File: src/rtl/mips_pkg.sv
// Shared definitions for the MEM/WB stage: control-word bit positions, redirect
// encodings and the memory-access FSM state type.
package mips_pkg;

    localparam int CTRL_W        = 7;
    localparam int CB_REG_WRITE  = 6;
    localparam int CB_MEM_TO_REG = 5;
    localparam int CB_BRANCH     = 4;
    localparam int CB_BRANCH_NE  = 3;
    localparam int CB_MEM_READ   = 2;
    localparam int CB_MEM_WRITE  = 1;
    localparam int CB_JUMP       = 0;

    localparam logic [1:0] PC_SRC_SEQ    = 2'b00;
    localparam logic [1:0] PC_SRC_BRANCH = 2'b01;
    localparam logic [1:0] PC_SRC_JUMP   = 2'b10;

    localparam logic [CTRL_W-1:0] CTRL_BUBBLE = '0;

    typedef enum logic {
        ACC_IDLE,
        ACC_WAIT
    } acc_state_e;

    function automatic logic is_mem_op(input logic [CTRL_W-1:0] ctrl);
        return ctrl[CB_MEM_READ] | ctrl[CB_MEM_WRITE];
    endfunction

endpackage

File: src/rtl/mem_wb_stage_if.sv
// Data-memory request/acknowledge bus between the MEM stage and the memory.
interface mem_wb_stage_if #(
    parameter int DATA_W = 32
);
    logic              req;
    logic              we;
    logic [DATA_W-1:0] addr;
    logic [DATA_W-1:0] wdata;
    logic              ack;
    logic [DATA_W-1:0] rdata;

    modport master (output req, output we, output addr, output wdata,
                    input  ack, input  rdata);
    modport slave  (input  req, input  we, input  addr, input  wdata,
                    output ack, output rdata);
endinterface

File: src/rtl/mem_wb_stage_mem_access_fsm.sv
// Data-memory handshake: issues the request, holds a copy of the op while waiting
// for ack, and abandons the access after ACK_TIMEOUT wait cycles.
//   state    | meaning
//   ACC_IDLE | request (if any) driven from live EX/MEM values
//   ACC_WAIT | request driven from latched copy, pipe stalled until ack or timeout
module mem_access_fsm
    import mips_pkg::*;
#(
    parameter int DATA_W      = 32,
    parameter int ACK_TIMEOUT = 16
) (
    input  logic              clk_i,
    input  logic              rst_i,
    input  logic [CTRL_W-1:0] ctrl_i,
    input  logic [DATA_W-1:0] addr_i,
    input  logic [DATA_W-1:0] wdata_i,
    input  logic [4:0]        wb_addr_i,
    input  logic              ack_i,
    output logic              req_o,
    output logic              we_o,
    output logic [DATA_W-1:0] addr_o,
    output logic [DATA_W-1:0] wdata_o,
    output logic              stall_o,
    output logic              in_wait_o,
    output logic              err_o,
    output logic [CTRL_W-1:0] ctrl_o,
    output logic [4:0]        wb_addr_o
);

    localparam int              CNT_W    = $clog2(ACK_TIMEOUT);
    localparam logic [CNT_W-1:0] CNT_LAST = CNT_W'(ACK_TIMEOUT - 1);

    acc_state_e        state_q, state_d;
    logic [CNT_W-1:0]  cnt_q;
    logic              err_q;
    logic [CTRL_W-1:0] ctrl_q;
    logic [DATA_W-1:0] addr_q;
    logic [DATA_W-1:0] wdata_q;
    logic [4:0]        wb_addr_q;
    logic              capture;
    logic              timeout;

    assign capture = (state_q == ACC_IDLE) && is_mem_op(ctrl_i) && !ack_i;
    assign timeout = (state_q == ACC_WAIT) && !ack_i && (cnt_q == CNT_LAST);

    always_ff @(posedge clk_i) begin
        if (rst_i) begin
            state_q   <= ACC_IDLE;
            cnt_q     <= '0;
            err_q     <= 1'b0;
            ctrl_q    <= CTRL_BUBBLE;
            addr_q    <= '0;
            wdata_q   <= '0;
            wb_addr_q <= '0;
        end else begin
            state_q <= state_d;
            if (state_q == ACC_WAIT && !ack_i) cnt_q <= cnt_q + 1'b1;
            else                               cnt_q <= '0;
            if (timeout) err_q <= 1'b1;
            if (capture) begin
                ctrl_q    <= ctrl_i;
                addr_q    <= addr_i;
                wdata_q   <= wdata_i;
                wb_addr_q <= wb_addr_i;
            end
        end
    end

    always_comb begin
        state_d   = state_q;
        req_o     = 1'b0;
        stall_o   = 1'b0;
        ctrl_o    = ctrl_i;
        addr_o    = addr_i;
        wdata_o   = wdata_i;
        wb_addr_o = wb_addr_i;
        case (state_q)
            ACC_IDLE: begin
                req_o   = is_mem_op(ctrl_i);
                stall_o = capture;
                if (capture) state_d = ACC_WAIT;
            end
            ACC_WAIT: begin
                req_o     = 1'b1;
                stall_o   = !ack_i;
                ctrl_o    = ctrl_q;
                addr_o    = addr_q;
                wdata_o   = wdata_q;
                wb_addr_o = wb_addr_q;
                if (ack_i || timeout) state_d = ACC_IDLE;
            end
            default: state_d = ACC_IDLE;
        endcase
        // reset must silence the bus in the very cycle it is asserted
        if (rst_i) begin
            req_o   = 1'b0;
            stall_o = 1'b0;
        end
    end

    assign we_o      = ctrl_o[CB_MEM_WRITE];
    assign in_wait_o = (state_q == ACC_WAIT);
    assign err_o     = err_q;

endmodule

File: src/rtl/mem_wb_stage.sv
// MEM stage consumer of the EX/MEM register: branch/jump redirect, data-memory
// access through mem_access_fsm, and the MEM/WB pipeline register.
module mem_wb_stage
    import mips_pkg::*;
#(
    parameter int DATA_W      = 32,
    parameter int ACK_TIMEOUT = 16
) (
    input  logic              clk_i,
    input  logic              rst_i,
    input  logic [CTRL_W-1:0] ctrl_signal_i,
    input  logic [DATA_W-1:0] pc_branch_i,
    input  logic [DATA_W-1:0] pc_jump_i,
    input  logic              zero_i,
    input  logic [DATA_W-1:0] retAlu_i,
    input  logic [DATA_W-1:0] Wridata_i,
    input  logic [4:0]        WBaddr_i,
    mem_wb_stage_if.master    dmem,
    output logic              mem_stall_o,
    output logic [1:0]        pc_src_o,
    output logic [DATA_W-1:0] pc_target_o,
    output logic              flush_o,
    output logic              mem_err_o,
    output logic              RegWrite_o,
    output logic              MemtoReg_o,
    output logic [DATA_W-1:0] memData_o,
    output logic [DATA_W-1:0] aluData_o,
    output logic [4:0]        WBaddr_o
);

    logic              fsm_stall;
    logic              fsm_in_wait;
    logic [CTRL_W-1:0] sel_ctrl;
    logic [DATA_W-1:0] sel_addr;
    logic [4:0]        sel_wb_addr;
    logic              load_ack;
    logic              redirect_en;
    logic              br_taken;

    mem_access_fsm #(
        .DATA_W      (DATA_W),
        .ACK_TIMEOUT (ACK_TIMEOUT)
    ) u_mem_access_fsm (
        .clk_i     (clk_i),
        .rst_i     (rst_i),
        .ctrl_i    (ctrl_signal_i),
        .addr_i    (retAlu_i),
        .wdata_i   (Wridata_i),
        .wb_addr_i (WBaddr_i),
        .ack_i     (dmem.ack),
        .req_o     (dmem.req),
        .we_o      (dmem.we),
        .addr_o    (sel_addr),
        .wdata_o   (dmem.wdata),
        .stall_o   (fsm_stall),
        .in_wait_o (fsm_in_wait),
        .err_o     (mem_err_o),
        .ctrl_o    (sel_ctrl),
        .wb_addr_o (sel_wb_addr)
    );

    assign dmem.addr   = sel_addr;
    assign mem_stall_o = fsm_stall;

    // the memory address and the ALU result are the same EX/MEM field
    assign load_ack = !fsm_stall && dmem.ack && sel_ctrl[CB_MEM_READ];

    always_ff @(posedge clk_i) begin
        if (rst_i) begin
            RegWrite_o <= 1'b0;
            MemtoReg_o <= 1'b0;
            memData_o  <= '0;
            aluData_o  <= '0;
            WBaddr_o   <= '0;
        end else if (fsm_stall) begin
            RegWrite_o <= 1'b0;
            MemtoReg_o <= 1'b0;
            aluData_o  <= '0;
            WBaddr_o   <= '0;
        end else begin
            RegWrite_o <= sel_ctrl[CB_REG_WRITE];
            MemtoReg_o <= sel_ctrl[CB_MEM_TO_REG];
            aluData_o  <= sel_addr;
            WBaddr_o   <= sel_wb_addr;
            if (load_ack) memData_o <= dmem.rdata;
        end
    end

    assign redirect_en = !rst_i && !fsm_in_wait && !fsm_stall;
    assign br_taken    = (ctrl_signal_i[CB_BRANCH]    &  zero_i) |
                         (ctrl_signal_i[CB_BRANCH_NE] & ~zero_i);

    always_comb begin
        pc_src_o    = PC_SRC_SEQ;
        pc_target_o = '0;
        if (redirect_en && ctrl_signal_i[CB_JUMP]) begin
            pc_src_o    = PC_SRC_JUMP;
            pc_target_o = pc_jump_i;
        end else if (redirect_en && br_taken) begin
            pc_src_o    = PC_SRC_BRANCH;
            pc_target_o = pc_branch_i;
        end
    end

    assign flush_o = (pc_src_o != PC_SRC_SEQ);

endmodule
File: src/flat_wrapper.sv
// flat-port wrapper written by rule: the top's interface ports become plain ports
module mem_wb_stage_flat import mips_pkg::*;
#(
    parameter int DATA_W      = 32,
    parameter int ACK_TIMEOUT = 16
)
  (clk_i, rst_i, ctrl_signal_i, pc_branch_i, pc_jump_i, zero_i, retAlu_i, Wridata_i, WBaddr_i, mem_stall_o, pc_src_o, pc_target_o, flush_o, mem_err_o, RegWrite_o, MemtoReg_o, memData_o, aluData_o, WBaddr_o, dmem_req, dmem_we, dmem_addr, dmem_wdata, dmem_ack, dmem_rdata);
  mem_wb_stage_if #(.DATA_W(DATA_W)) dmem_i ();
  input  logic clk_i;
  input  logic rst_i;
  input  logic [CTRL_W-1:0] ctrl_signal_i;
  input  logic [DATA_W-1:0] pc_branch_i;
  input  logic [DATA_W-1:0] pc_jump_i;
  input  logic zero_i;
  input  logic [DATA_W-1:0] retAlu_i;
  input  logic [DATA_W-1:0] Wridata_i;
  input  logic [4:0] WBaddr_i;
  output logic mem_stall_o;
  output logic [1:0] pc_src_o;
  output logic [DATA_W-1:0] pc_target_o;
  output logic flush_o;
  output logic mem_err_o;
  output logic RegWrite_o;
  output logic MemtoReg_o;
  output logic [DATA_W-1:0] memData_o;
  output logic [DATA_W-1:0] aluData_o;
  output logic [4:0] WBaddr_o;
  output wire logic [$bits(dmem_i.req)-1:0] dmem_req;
  output wire logic [$bits(dmem_i.we)-1:0] dmem_we;
  output wire logic [$bits(dmem_i.addr)-1:0] dmem_addr;
  output wire logic [$bits(dmem_i.wdata)-1:0] dmem_wdata;
  input wire logic [$bits(dmem_i.ack)-1:0] dmem_ack;
  input wire logic [$bits(dmem_i.rdata)-1:0] dmem_rdata;
  assign dmem_req = dmem_i.req;
  assign dmem_we = dmem_i.we;
  assign dmem_addr = dmem_i.addr;
  assign dmem_wdata = dmem_i.wdata;
  assign dmem_i.ack = dmem_ack;
  assign dmem_i.rdata = dmem_rdata;
  mem_wb_stage #(.DATA_W(DATA_W), .ACK_TIMEOUT(ACK_TIMEOUT)) u_core (.clk_i(clk_i), .rst_i(rst_i), .ctrl_signal_i(ctrl_signal_i), .pc_branch_i(pc_branch_i), .pc_jump_i(pc_jump_i), .zero_i(zero_i), .retAlu_i(retAlu_i), .Wridata_i(Wridata_i), .WBaddr_i(WBaddr_i), .dmem(dmem_i), .mem_stall_o(mem_stall_o), .pc_src_o(pc_src_o), .pc_target_o(pc_target_o), .flush_o(flush_o), .mem_err_o(mem_err_o), .RegWrite_o(RegWrite_o), .MemtoReg_o(MemtoReg_o), .memData_o(memData_o), .aluData_o(aluData_o), .WBaddr_o(WBaddr_o));
endmodule
File: config.mk
export PLATFORM = sky130hd
export DESIGN_NAME = mem_wb_stage_flat
export DESIGN_NICKNAME = d
export VERILOG_FILES = /design/src/rtl/mips_pkg.sv /design/src/rtl/mem_wb_stage_if.sv /design/src/rtl/mem_wb_stage_mem_access_fsm.sv /design/src/rtl/mem_wb_stage.sv /design/src/flat_wrapper.sv
export SDC_FILE = /design/constraint.sdc
export NUM_CORES = 1
export LEC_CHECK = 0
export CELL_PAD_IN_SITES_DETAIL_PLACEMENT = 1
export CELL_PAD_IN_SITES_GLOBAL_PLACEMENT = 1
export CORE_MARGIN = 2
export CORE_UTILIZATION = 28
export DETAILED_ROUTE_END_ITERATION = 8
export GPL_ROUTABILITY_DRIVEN = 0
export GPL_TIMING_DRIVEN = 0
export PLACE_DENSITY_LB_ADDON = 0.1
export SYNTH_ARGS = -nofsm -noshare
export SYNTH_HDL_FRONTEND = slang
export SYNTH_HIERARCHICAL = 1
export SYNTH_SLANG_ARGS = --single-unit
File: constraint.sdc
create_clock -name clk_i -period 2.8 [get_ports clk_i]
set_input_delay 0.42 -clock clk_i [delete_from_list [all_inputs] [get_ports clk_i]]
set_output_delay 0.42 -clock clk_i [all_outputs]
set_load 0.05 [all_outputs]
* After elaboration in Yosys (flattened, before gate mapping) *
Index checks and enable logic that the tools add are counted.

word-level totals
  input bits = 176
  register bits after elaboration = 153
  logic and storage cells = 56
  output and inout bits = 174

cells by class
  equality and inequality tests = 1
  $add $sub $neg = 1
  bitwise operators = 8
  mux-type cells = 15
  reduce and logical (&&, ||, !) cells = 19

operators by type and width
  cell                                         count
  two-way mux 32 bit                           4
  logical AND 1 bit                            10
  two-way mux 7 bit                            1
  case mux 1 bit (2 select lines)              3
  two-way mux 1 bit                            5
  two-way mux 5 bit                            1
  adder 4 x 1 -> 4 bit, second input constant  1
  equality test 4 bit, second input constant   1
  zero test 1 bit                              4
  inverter 1 bit                               4
  OR reduction 2 bit                           2
  AND 1 bit                                    2
  two-way mux 2 bit                            1
  bitwise OR 1 bit                             2
  AND reduction 2 bit                          1
  nonzero test 2 bit                           1
  logical OR 1 bit                             1

* Logic depth before layout (Yosys ltp) *
Gate-level depths: netlist of the first run.

  depth after elaboration = 11
  gate-level depth with buffers = 9
  depth with buffers taken out = 5

* Hierarchy *
The synthesis of the first run kept the hierarchy.

modules (own cells, without submodules)
  module          instances  cells an instance  seq. area each (um^2)  area an instance (um^2)
  mem_access_fsm  1          439                1641.6                 4145.2
  mem_wb_stage    1          268                1421.4                 2539.9

* Worst setup path before layout of the first run *
No wires, ideal clock.

  path type = register to output
  start = register u_core.u_mem_access_fsm.state_q, in the netlist u_core/u_mem_access_fsm/in_wait_o
  end = output port pc_target_o[21]
  cell stages (with the launch flop) = 9
  arrival = 3.201 ns
  path buffers = 3
  data required time = 2.380 ns
  setup slack = -0.821 ns
  cell sequence = dfxtp_1 -> buf_2 -> buf_2 -> nor3_1 -> nor3_1 -> or2_4 -> nor3_2 -> buf_2 -> a22o_1

on the way
  cells in the longest elaborated chain, start to end = 10
  elaborated cells on any way between the ends = 13
  those cells by class = mux: 4; bitwise: 1; reduce/logical: 8

RTL lines
  element                              RTL line                           RTL
  start: declaration                   mem_wb_stage_mem_access_fsm.sv:33  acc_state_e state_q, state_d;
  start signal: assignment             mem_wb_stage_mem_access_fsm.sv:56  state_q <= state_d;
  inverter 1 bit                       --
  logical AND 1 bit (2 in series)      mem_wb_stage_mem_access_fsm.sv:43  assign capture = (state_q == ACC_IDLE) && is_mem_op(ctrl_i) && !ack_i;
  case mux 1 bit (2 select lines) (*)  mem_wb_stage_mem_access_fsm.sv:77  case (state_q)
  two-way mux 1 bit (*)                mem_wb_stage_mem_access_fsm.sv:95  if (rst_i) begin
  named net mem_stall_o                flat_wrapper.sv:18                 output logic mem_stall_o;
  zero test 1 bit (*)                  mem_wb_stage.sv:89                 assign redirect_en = !rst_i && !fsm_in_wait && !fsm_stall;
  logical AND 1 bit (*)                mem_wb_stage.sv:89
  logical AND 1 bit                    mem_wb_stage.sv:99                 end else if (redirect_en && br_taken) begin
  two-way mux 32 bit                   mem_wb_stage.sv:99
  two-way mux 32 bit (*)               mem_wb_stage.sv:96                 if (redirect_en && ctrl_signal_i[CB_JUMP]) begin
  end: declaration                     flat_wrapper.sv:20                 output logic [DATA_W-1:0] pc_target_o;

The timed path passes the listed nets; every way through them passes the cells marked *.

* Worst setup path after layout of the first run *
  start = register u_core.u_mem_access_fsm.state_q, in the netlist u_core/u_mem_access_fsm/in_wait_o
  end = output port pc_target_o[7]

on the way
  cells in the longest elaborated chain, start to end = 10
  elaborated cells on any way between the ends = 13
  those cells by class = mux: 4; bitwise: 1; reduce/logical: 8

RTL lines
  element                          RTL line
  inverter 1 bit                   --
  logical AND 1 bit (2 in series)  mem_wb_stage_mem_access_fsm.sv:43
  case mux 1 bit (2 select lines)  mem_wb_stage_mem_access_fsm.sv:77
  two-way mux 1 bit                mem_wb_stage_mem_access_fsm.sv:95
  zero test 1 bit                  mem_wb_stage.sv:89
  logical AND 1 bit (*)            mem_wb_stage.sv:89
  logical AND 1 bit                mem_wb_stage.sv:99
  two-way mux 32 bit               mem_wb_stage.sv:99
  two-way mux 32 bit (*)           mem_wb_stage.sv:96

Every way passes the cells marked *; elsewhere a longest branch is shown, timed or not.

==> results of run 1 <==
sequential cells by signal, indices dropped and copies added, names as in the netlist:
signal                             cells
u_core/MemtoReg_o                      1
u_core/RegWrite_o                      1
u_core/WBaddr_o                        5
u_core/aluData_o                      32
u_core/memData_o                      32
u_core/u_mem_access_fsm/addr_q        32
u_core/u_mem_access_fsm/cnt_q          4
u_core/u_mem_access_fsm/ctrl_q         4
u_core/u_mem_access_fsm/err_o          1
u_core/u_mem_access_fsm/in_wait_o      1
u_core/u_mem_access_fsm/wb_addr_q      5
u_core/u_mem_access_fsm/wdata_q       32
routing by layer:
metal	part of all wire, %	vias up	GRT usage [%]
met5	0	-	0
met4	1.3	0	4.325
met3	7.3	26	6.591
met2	52	199	37.01
met1	40	3009	21.38
li1	-	3109	-
what timing repair did:
item                       in CTS  in global routing
gates resized for setup       330                 18
setup endpoints to repair     102                 42
pin swaps                       8                 20
gates cloned                    1                  3
buffers inserted               10                 10
power groups by stage:
stage                     registers (mW)  logic, mW  clock network [mW]
after floorplan                     2.57      0.912                   0
after global routing                2.34       1.99                2.55
after CTS                           2.32       1.89                2.46
final                               2.32       1.89                2.38
after detailed placement            2.37       1.87                   0
after global placement              2.37       1.86                   0
per-stage QoR:
stage	instances	power, mW	cell area (um^2)	hold WS (ps)	util [%]
2_1_floorplan	691	3.485	6565	417.6	-
3_3_place_gp	1353	4.232	10450	432.7	45.88
3_5_place_dp	1353	4.246	10450	440.5	45.88
4_1_cts	1396	6.669	11280	452.1	49.50
5_1_grt	1404	6.879	11420	420.3	50.16
6_report	1404	6.595	11420	415.5	50.16
how the worst min path moves through the flow:
stage / to / slack (ps) / cells after the start
6_report: u_core/u_mem_access_fsm/ctrl_q[2] / 420 / 2
5_1_grt: u_core/u_mem_access_fsm/ctrl_q[2] / 420 / 2
4_1_cts: u_core/u_mem_access_fsm/cnt_q[0] / 450 / 1
3_5_place_dp: u_core/u_mem_access_fsm/cnt_q[0] / 440 / 1
3_3_place_gp: u_core/u_mem_access_fsm/cnt_q[0] / 430 / 1
2_1_floorplan: u_core/u_mem_access_fsm/cnt_q[0] / 420 / 1
layout make-up:
cell class	count	area [um^2]	area share, %
repair buffers	371	3781	33.10
well taps	313	391.6	3.428
inverters	2	7.507	0.06571
multi-input cells	485	3304	28.92
plain buffers	51	331.6	2.902
clock buffers	17	425.4	3.724
clock inverters	15	176.4	1.544
flip-flops and latches	150	3007	26.32
worst reg2reg max path: stages (launching register included):
cell and delay (ps):
dfxtp_4 370, buf_8 130, nor3_4 160, nor3_4 60, buf_4 140, buf_4 130
nor2_1 230, clkbuf_1 420, clkbuf_1 400, and2_1 190
==> reports/metrics.cfg, run 1 <==
[outcome]
status=complete, but fails checks
violations=setup timing

[timing]
relSlewSlack_pct=58.70
tns_ps=-712.0
finalMaxSlewViolations=0
min_period_ps=2864
fin_crit_sh_pct=102.3
timing.final.ws_setup_ps=-64.03
tightest_slew_ps=617.6
max_freq_mhz=349.2
finClkSkew_ps=9.388
rsz0062_at_grt=yes
hold_violations=0
setup_violations=18

[global_routing]
grt_pass1_wl_um=37200
antenna_found_initial=0
grt-ovfl-total=0
grt_usage_pct=19.74
grt_pass1_vias=6721
grt_max_degree=17

[synth]
yosysWarnings=6
synthCells=691
netlist_area_mm2=0.006531
synth.net_count=868
avgSynthCellArea_um2=9.452

[worst_setup_path]
r2r-start=u_core/u_mem_access_fsm/in_wait_o
crit_top_cell=nor3_4
worstSetupStartpoint=u_core/u_mem_access_fsm/in_wait_o
r2r_end=u_core/aluData_o[27]
critical_path.startpoint_type=flip-flop
crit_buf_inv=5
crit_required_ps=2380
worstSetupEndpointType=primary output
cp.depth=10
slowest_delay_ps=370
path_delay_family=buffers and inverters
critPathMaxFanout=7
critPathSlowestCell=dfxtp_4
ff2ff_path_depth=9
critPathArrivalTime_ps=2440
path_cells=buf_8 -> nor3_4 -> nor3_4 -> or2_4 -> buf_4 -> nor3_4 -> buf_6 -> clkbuf_16 -> a22o_1 -> buf_6
rrSetupSlack_ps=540
crit_path_end=pc_target_o[7]
critPathKind=reg -> out

[floorplan]
core-area_mm2=0.02278
initial_core_util_pct=28.67
io_pins=350
dieWidth_um=156.7
die-area_mm2=0.02456
die_h_um=156.7
fp-row-count=55

[final_layout]
nets=1255
syn_to_final_growth_pct=74.92
mostFrequentLayoutCells=251 x clkdlybuf4s50_1, 209 x nand2_1, 149 x dfxtp_1
n_antenna_cell=0
layout_commonest_cell=clkdlybuf4s50_1
fillers=2560
drive_gt1_share_pct=19.34

[power]
p_sw_mw=2.207
leakagePower_nw=4.689
seqPwrFrac_pct=35.2
internal-power_mw=4.389
p_clk_share_pct=36.1
power.combinational.fraction_pct=28.7
ir_drop_v=0.0003530
p_sw_share_pct=33.46
powerDensity_mw_per_mm2=577.3

[route]
wl_um=25100
num_vias=6343
wl_per_cell_um=17.87
first_pass_iters=4
antenna_left=0
drtIter0Drc=235
drcViolationCount=0
vias_per_cell=4.518

[worst_hold_path]
hold_path.class=in -> reg
hp-start=rst_i

[clock_tree]
cts.path.max_buffers=2
clock_sinks=150
cts.reportedPaths.clkPinSlew_ps=70
root_buffer=clkbuf_16
cts_tree=built
numCtsBuffers=17
clk-insertion-delay-late_ps=430
h-tree-depth=4
cts_hold_buf=0

[placed_design]
dp_worst_setup_slack_ps=-865.8
hpwl_um=18750
port_buffers=349

[flow_run]
max-cap-violations=0

Power figures use the tool's default switching activity.
==> inputs of run 2 (changes only) <==
--- a/config.mk
+++ b/config.mk
@@ -13,7 +13,9 @@
 export GPL_ROUTABILITY_DRIVEN = 0
 export GPL_TIMING_DRIVEN = 0
 export PLACE_DENSITY_LB_ADDON = 0.1
+export SKIP_LAST_GASP = 1
 export SYNTH_ARGS = -nofsm -noshare
 export SYNTH_HDL_FRONTEND = slang
 export SYNTH_HIERARCHICAL = 1
 export SYNTH_SLANG_ARGS = --single-unit
+export TNS_END_PERCENT = 10
==> reports/metrics.cfg, run 2 (synthesis gave the netlist of run 1 again) <==
[clock_tree]
h-tree-depth=4  ; unchanged
cts_tree=built
root_buffer=clkbuf_16
cts.path.max_buffers=2  ; unchanged
cts.reportedPaths.clkPinSlew_ps=60  ; about the same
clock_sinks=150  ; unchanged
clk-insertion-delay-late_ps=430  ; about the same
numCtsBuffers=17  ; unchanged

[route]
vias_per_cell=4.422  ; -2.1%
num_vias=6191  ; -2.4%
wl_um=24020  ; -4.3%
drcViolationCount=0  ; unchanged
antenna_left=0  ; unchanged
drtIter0Drc=196  ; -17%
wl_per_cell_um=17.16  ; -4.0%
first_pass_iters=4  ; unchanged

[floorplan]
die-area_mm2=0.02456  ; unchanged
initial_core_util_pct=28.67  ; unchanged
io_pins=350  ; unchanged
fp-row-count=55  ; unchanged
die_h_um=156.7  ; unchanged
core-area_mm2=0.02278  ; unchanged
dieWidth_um=156.7  ; unchanged

[final_layout]
mostFrequentLayoutCells=311 x clkdlybuf4s50_1, 209 x nand2_1, 149 x dfxtp_1
layout_commonest_cell=clkdlybuf4s50_1
drive_gt1_share_pct=18.62  ; -0.72 points
stdcell_count=1400  ; -0.28%
syn_to_final_growth_pct=72.36
final_area_mm2=0.01126  ; -1.5%
nets=1249  ; -0.48%
fillers=2587  ; +1.1%

[global_routing]
antenna_found_initial=3  ; +3
grt_pass1_wl_um=35940  ; -3.4%
grt-ovfl-total=0  ; unchanged
grt_max_degree=17  ; unchanged
grt_pass1_vias=6359  ; -5.4%
grt_usage_pct=18.95  ; -0.79 points

[worst_setup_path]
critical_path.startpoint_type=input pin
critPathMaxFanout=7  ; unchanged
critPathKind=in -> out
crit_required_ps=2380  ; about the same
worstSetupEndpointType=primary output
critPathArrivalTime_ps=2410  ; -30 ps

[placed_design]
port_buffers=349  ; unchanged
dp.cells=1353  ; unchanged
dp_worst_setup_slack_ps=-886.5  ; -20.75 ps
hpwl_um=18380  ; -2.0%
placed_area_mm2=0.01045  ; about the same

[timing]
rsz0062_at_grt=yes
hold_violations=0  ; unchanged
tightest_slew_ps=635.4  ; +17.81 ps
timing.final.ws_setup_ps=-28.31  ; +35.72 ps
finClkSkew_ps=9.677  ; +0.2890 ps
fin_crit_sh_pct=101.0  ; -1.3 points
max_freq_mhz=353.6  ; +1.3%
tns_ps=-308.5  ; +403.5 ps
relSlewSlack_pct=57.81  ; -0.89 points
setup_violations=23  ; +5
min_period_ps=2828  ; -35.72 ps
finalMaxSlewViolations=0  ; unchanged

[power]
p_sw_mw=2.181  ; -1.2%
ir_drop_v=0.0003448  ; -2.3%
seqPwrFrac_pct=35.5  ; +0.3 points
power.combinational.fraction_pct=29.0  ; +0.3 points
powerDensity_mw_per_mm2=580.7  ; +0.60%
internal-power_mw=4.357  ; -0.73%
leakagePower_nw=4.474  ; -4.6%
p_clk_share_pct=35.4  ; -0.7 points
p_sw_share_pct=33.36  ; -0.099 points

[outcome]
violations=setup timing
status=complete, but fails checks

[worst_hold_path]
hold_path.class=reg -> reg

[flow_run]
max-cap-violations=0  ; unchanged

[run 2: cell count changes in the layout (fill, tap and decap cells not counted), moves of 5 or more]
cell	delta
clkdlybuf4s50_1	+60
buf_8	-7
inv_6	-5
dlygate4sd2_1	-58
[run 2: routing by layer]
layer,wire (um),global-route usage (%)
met4,315,5.636
met3,1821,6.203
met1,9717,21.30
met5,13,0
met2,12160,33.96
[run 2: timing repair]
action / CTS / global route
hold buffers: 0 / 0
pin swaps: 8 / 6
gates cloned: 2 / 2
endpoints found under the setup margin: 102 / 100
buffers inserted: 10 / 0
gates resized for setup: 245 / 9
[run 2: final cells by class]
cell class                 count  area (um^2)  share of cell area, %
timing repair buffer         363         3657                  32.49
inverter                       2        7.507                0.06669
antenna                        2        5.005                0.04446
clock inverter                14        156.4                  1.389
multi-input combinational    485         3272                  29.07
buffer                        53        321.6                  2.857
clock buffer                  18        439.2                  3.901
sequential                   150         3007                  26.71
tap                          313        391.6                  3.479
[run 2: path summary, 6_finish.rpt]
check | slack (ps) | startpoint | cells past startpoint | end
max reg2reg | 700 | u_core/u_mem_access_fsm/in_wait_o | 8 | u_core/aluData_o[30]
max | -30 | dmem_ack | 8 | pc_target_o[27]
min reg2reg | 450 | u_core/u_mem_access_fsm/cnt_q[0] | 1 | u_core/u_mem_access_fsm/cnt_q[0]
min | 450 | u_core/u_mem_access_fsm/cnt_q[0] | 1 | u_core/u_mem_access_fsm/cnt_q[0]
[run 2: worst max-delay path, stage by stage]
cell and delay (ps):
clkdlybuf4s50_1 660, nor3_4 80, or2_4 280, nor4_4 330, buf_6 190, clkbuf_16 150, a22o_2 140, buf_6 160
[run 2: power by group through the flow]
stage	clock, mW	combinational (mW)	sequential [mW]
after floorplan	0	0.912	2.57
after global placement	0	1.86	2.37
after detailed placement	0	1.87	2.37
after CTS	2.40	1.92	2.32
after global routing	2.48	2.00	2.34
final	2.32	1.90	2.32
[run 2: per-stage QoR]
| step | util [%] | hold slack (ps) | power, mW |
|---|---|---|---|
| floorplan | - | 417.6 | 3.485 |
| global placement | 45.87 | 437.6 | 4.232 |
| detailed placement | 45.87 | 445.0 | 4.241 |
| CTS | 49.17 | 457.6 | 6.637 |
| global route | 49.42 | 472.3 | 6.817 |
| finish | 49.42 | 452.5 | 6.537 |
==> inputs of run 3 (changes only) <==
==> constraint.sdc (replaced) <==
create_clock -name clk_i -period 2.8 [get_ports clk_i]
set_input_delay 0.42 -clock clk_i [delete_from_list [all_inputs] [get_ports clk_i]]
set_output_delay 0.42 -clock clk_i [all_outputs]
set_load 0.02 [all_outputs]
==> reports/metrics.cfg, run 3 (synthesis gave the netlist of run 1 again) <==
[timing]
rsz0062_at_grt=yes
tns_ps=-1428  ; -1120 ps
hold_violations=0  ; unchanged
finalMaxSlewViolations=0  ; unchanged
setup_violations=27  ; +17%
hold_slack_ps=455.2  ; +2.688 ps
relSlewSlack_pct=65.15  ; +7.3 points
max_freq_mhz=348.4  ; -1.5%
finClkSkew_ps=14.66  ; +4.978 ps
fin_crit_sh_pct=102.5  ; +1.5 points
timing.final.ws_setup_ps=-70.66  ; -42.36 ps
min_period_ps=2871  ; +42.36 ps
tightest_slew_ps=522.8  ; -112.6 ps

[power]
leakagePower_nw=4.400  ; -1.7%
p_sw_share_pct=28.58  ; -4.8 points
ir_drop_v=0.0003432  ; -0.46%
p_clk_share_pct=38.9  ; +3.5 points
power.combinational.fraction_pct=23.5  ; -5.5 points
powerDensity_mw_per_mm2=557.6  ; -4.0%
seqPwrFrac_pct=37.6  ; +2.1 points
p_sw_mw=1.767  ; -19%
internal-power_mw=4.416  ; +1.4%
power_mw=6.184  ; -5.4%

[worst_setup_path]
critPathKind=in -> out
path_cells=clkdlybuf4s50_1 -> nor3_4 -> nor3_4 -> or2_4 -> nor4_4 -> buf_6 -> buf_6 -> a22o_1 -> buf_2
critical_path.startpoint_type=input pin
crit_buf_inv=4  ; unchanged
critPathArrivalTime_ps=2450  ; +40 ps
path_delay_family=buffers and inverters
worstSetupEndpointType=primary output
slowest_delay_ps=510  ; -150 ps
critPathSlowestCell=clkdlybuf4s50_1
crit_required_ps=2380  ; about the same
critPathMaxFanout=7  ; unchanged

[final_layout]
final_area_mm2=0.01109  ; -1.5%
layout_commonest_cell=clkdlybuf4s50_1
drive_gt1_share_pct=17.65  ; -0.97 points
stdcell_count=1398  ; -0.14%
nets=1246  ; -0.24%
fillers=2608  ; +0.81%
fin_util_pct=48.68  ; -0.74 points
syn_to_final_growth_pct=69.79
mostFrequentLayoutCells=312 x clkdlybuf4s50_1, 209 x nand2_1, 149 x dfxtp_1

[floorplan]
die_h_um=156.7  ; unchanged
core-area_mm2=0.02278  ; unchanged
fp-row-count=55  ; unchanged
die-area_mm2=0.02456  ; unchanged
dieWidth_um=156.7  ; unchanged
io_pins=350  ; unchanged
initial_core_util_pct=28.67  ; unchanged

[clock_tree]
clock_sinks=150  ; unchanged
numCtsBuffers=17  ; unchanged
root_buffer=clkbuf_16
h-tree-depth=4  ; unchanged
clk-insertion-delay-late_ps=430  ; about the same
cts.reportedPaths.clkPinSlew_ps=70  ; about the same
cts.path.max_buffers=2  ; unchanged
cts_tree=built

[placed_design]
port_buffers=349  ; unchanged
dp_worst_setup_slack_ps=-708.9  ; +177.6 ps
placed_area_mm2=0.01042  ; -0.30%
hpwl_um=18860  ; +2.6%
dp.cells=1353  ; unchanged

[route]
wl_per_cell_um=17.68  ; +3.0%
antenna_left=0  ; unchanged
wl_um=24720  ; +2.9%
vias_per_cell=4.471  ; +1.1%
num_vias=6250  ; +0.95%
first_pass_iters=4  ; unchanged
drcViolationCount=0  ; unchanged
drtIter0Drc=231  ; +18%

[outcome]
violations=setup timing
status=complete, but fails checks

[global_routing]
grt_pass1_wl_um=37060  ; +3.1%
grt_usage_pct=19.69  ; +0.74 points
grt-ovfl-total=0  ; unchanged
antenna_found_initial=3  ; unchanged
grt_max_degree=17  ; unchanged
grt_pass1_vias=6547  ; +3.0%

[worst_hold_path]
hold_path.class=reg -> reg

[flow_run]
max-cap-violations=0  ; unchanged

[run 3: cell count changes in the layout (fill, tap and decap cells not counted), sizes merged, moves of 3 or more]
cell / previous run / this run
clkdlybuf4s15: 0 / 3
dlygate4sd2: 1 / 4
dlymetal6s2s: 3 / 0
buf: 80 / 75
[run 3: worst min-delay path, cell delays in order, from the launching register on]
cell and delay [ps]:
dfxtp_1 310, nand2_1 50, a21oi_1 50
[run 3: worst paths after layout]
| check | depth (start not counted) | to | slack (ps) | from |
|---|---|---|---|---|
| hold / removal | 2 | u_core/memData_o[5] | 460 | u_core/memData_o[5] |
| hold reg to reg | 2 | u_core/memData_o[5] | 460 | u_core/memData_o[5] |
| setup / recovery | 9 | pc_target_o[22] | -70 | ctrl_signal_i[2] |
| setup reg to reg | 9 | u_core/aluData_o[24] | 440 | u_core/u_mem_access_fsm/in_wait_o |
[run 3: layer usage]
layer	wire length, um	up-vias	GRT usage, %
met5	0	-	0
met4	371	0	6.073
met3	1665	21	6.092
met2	12710	201	35.63
met1	9974	2946	22.00
li1	-	3082	-
[run 3: power by group through the flow]
stage / sequential (mW) / clock, mW / combinational, mW
finish: 2.32 / 2.41 / 1.45
global route: 2.34 / 2.58 / 1.55
CTS: 2.32 / 2.49 / 1.47
detailed placement: 2.37 / 0 / 1.46
global placement: 2.37 / 0 / 1.45
floorplan: 2.44 / 0 / 0.627
[run 3: layout make-up]
| class | instances | area [um^2] | area share [%] |
|---|---|---|---|
| antenna | 3 | 7.507 | 0.06770 |
| buffer | 52 | 304.0 | 2.742 |
| clock buffer | 18 | 439.2 | 3.960 |
| clock inverter | 14 | 178.9 | 1.613 |
| inverter | 2 | 7.507 | 0.06770 |
| multi-input combinational | 485 | 3244 | 29.26 |
| sequential | 150 | 3007 | 27.11 |
| tap | 313 | 391.6 | 3.532 |
| timing repair buffer | 361 | 3510 | 31.65 |
[run 3: repair_timing]
item                                    CTS  global route
pin swaps                                 3             6
gates resized for setup                 173            11
gates cloned                              3             0
hold buffers                              0             0
endpoints found under the setup margin  101            49
setup buffers                             7             2
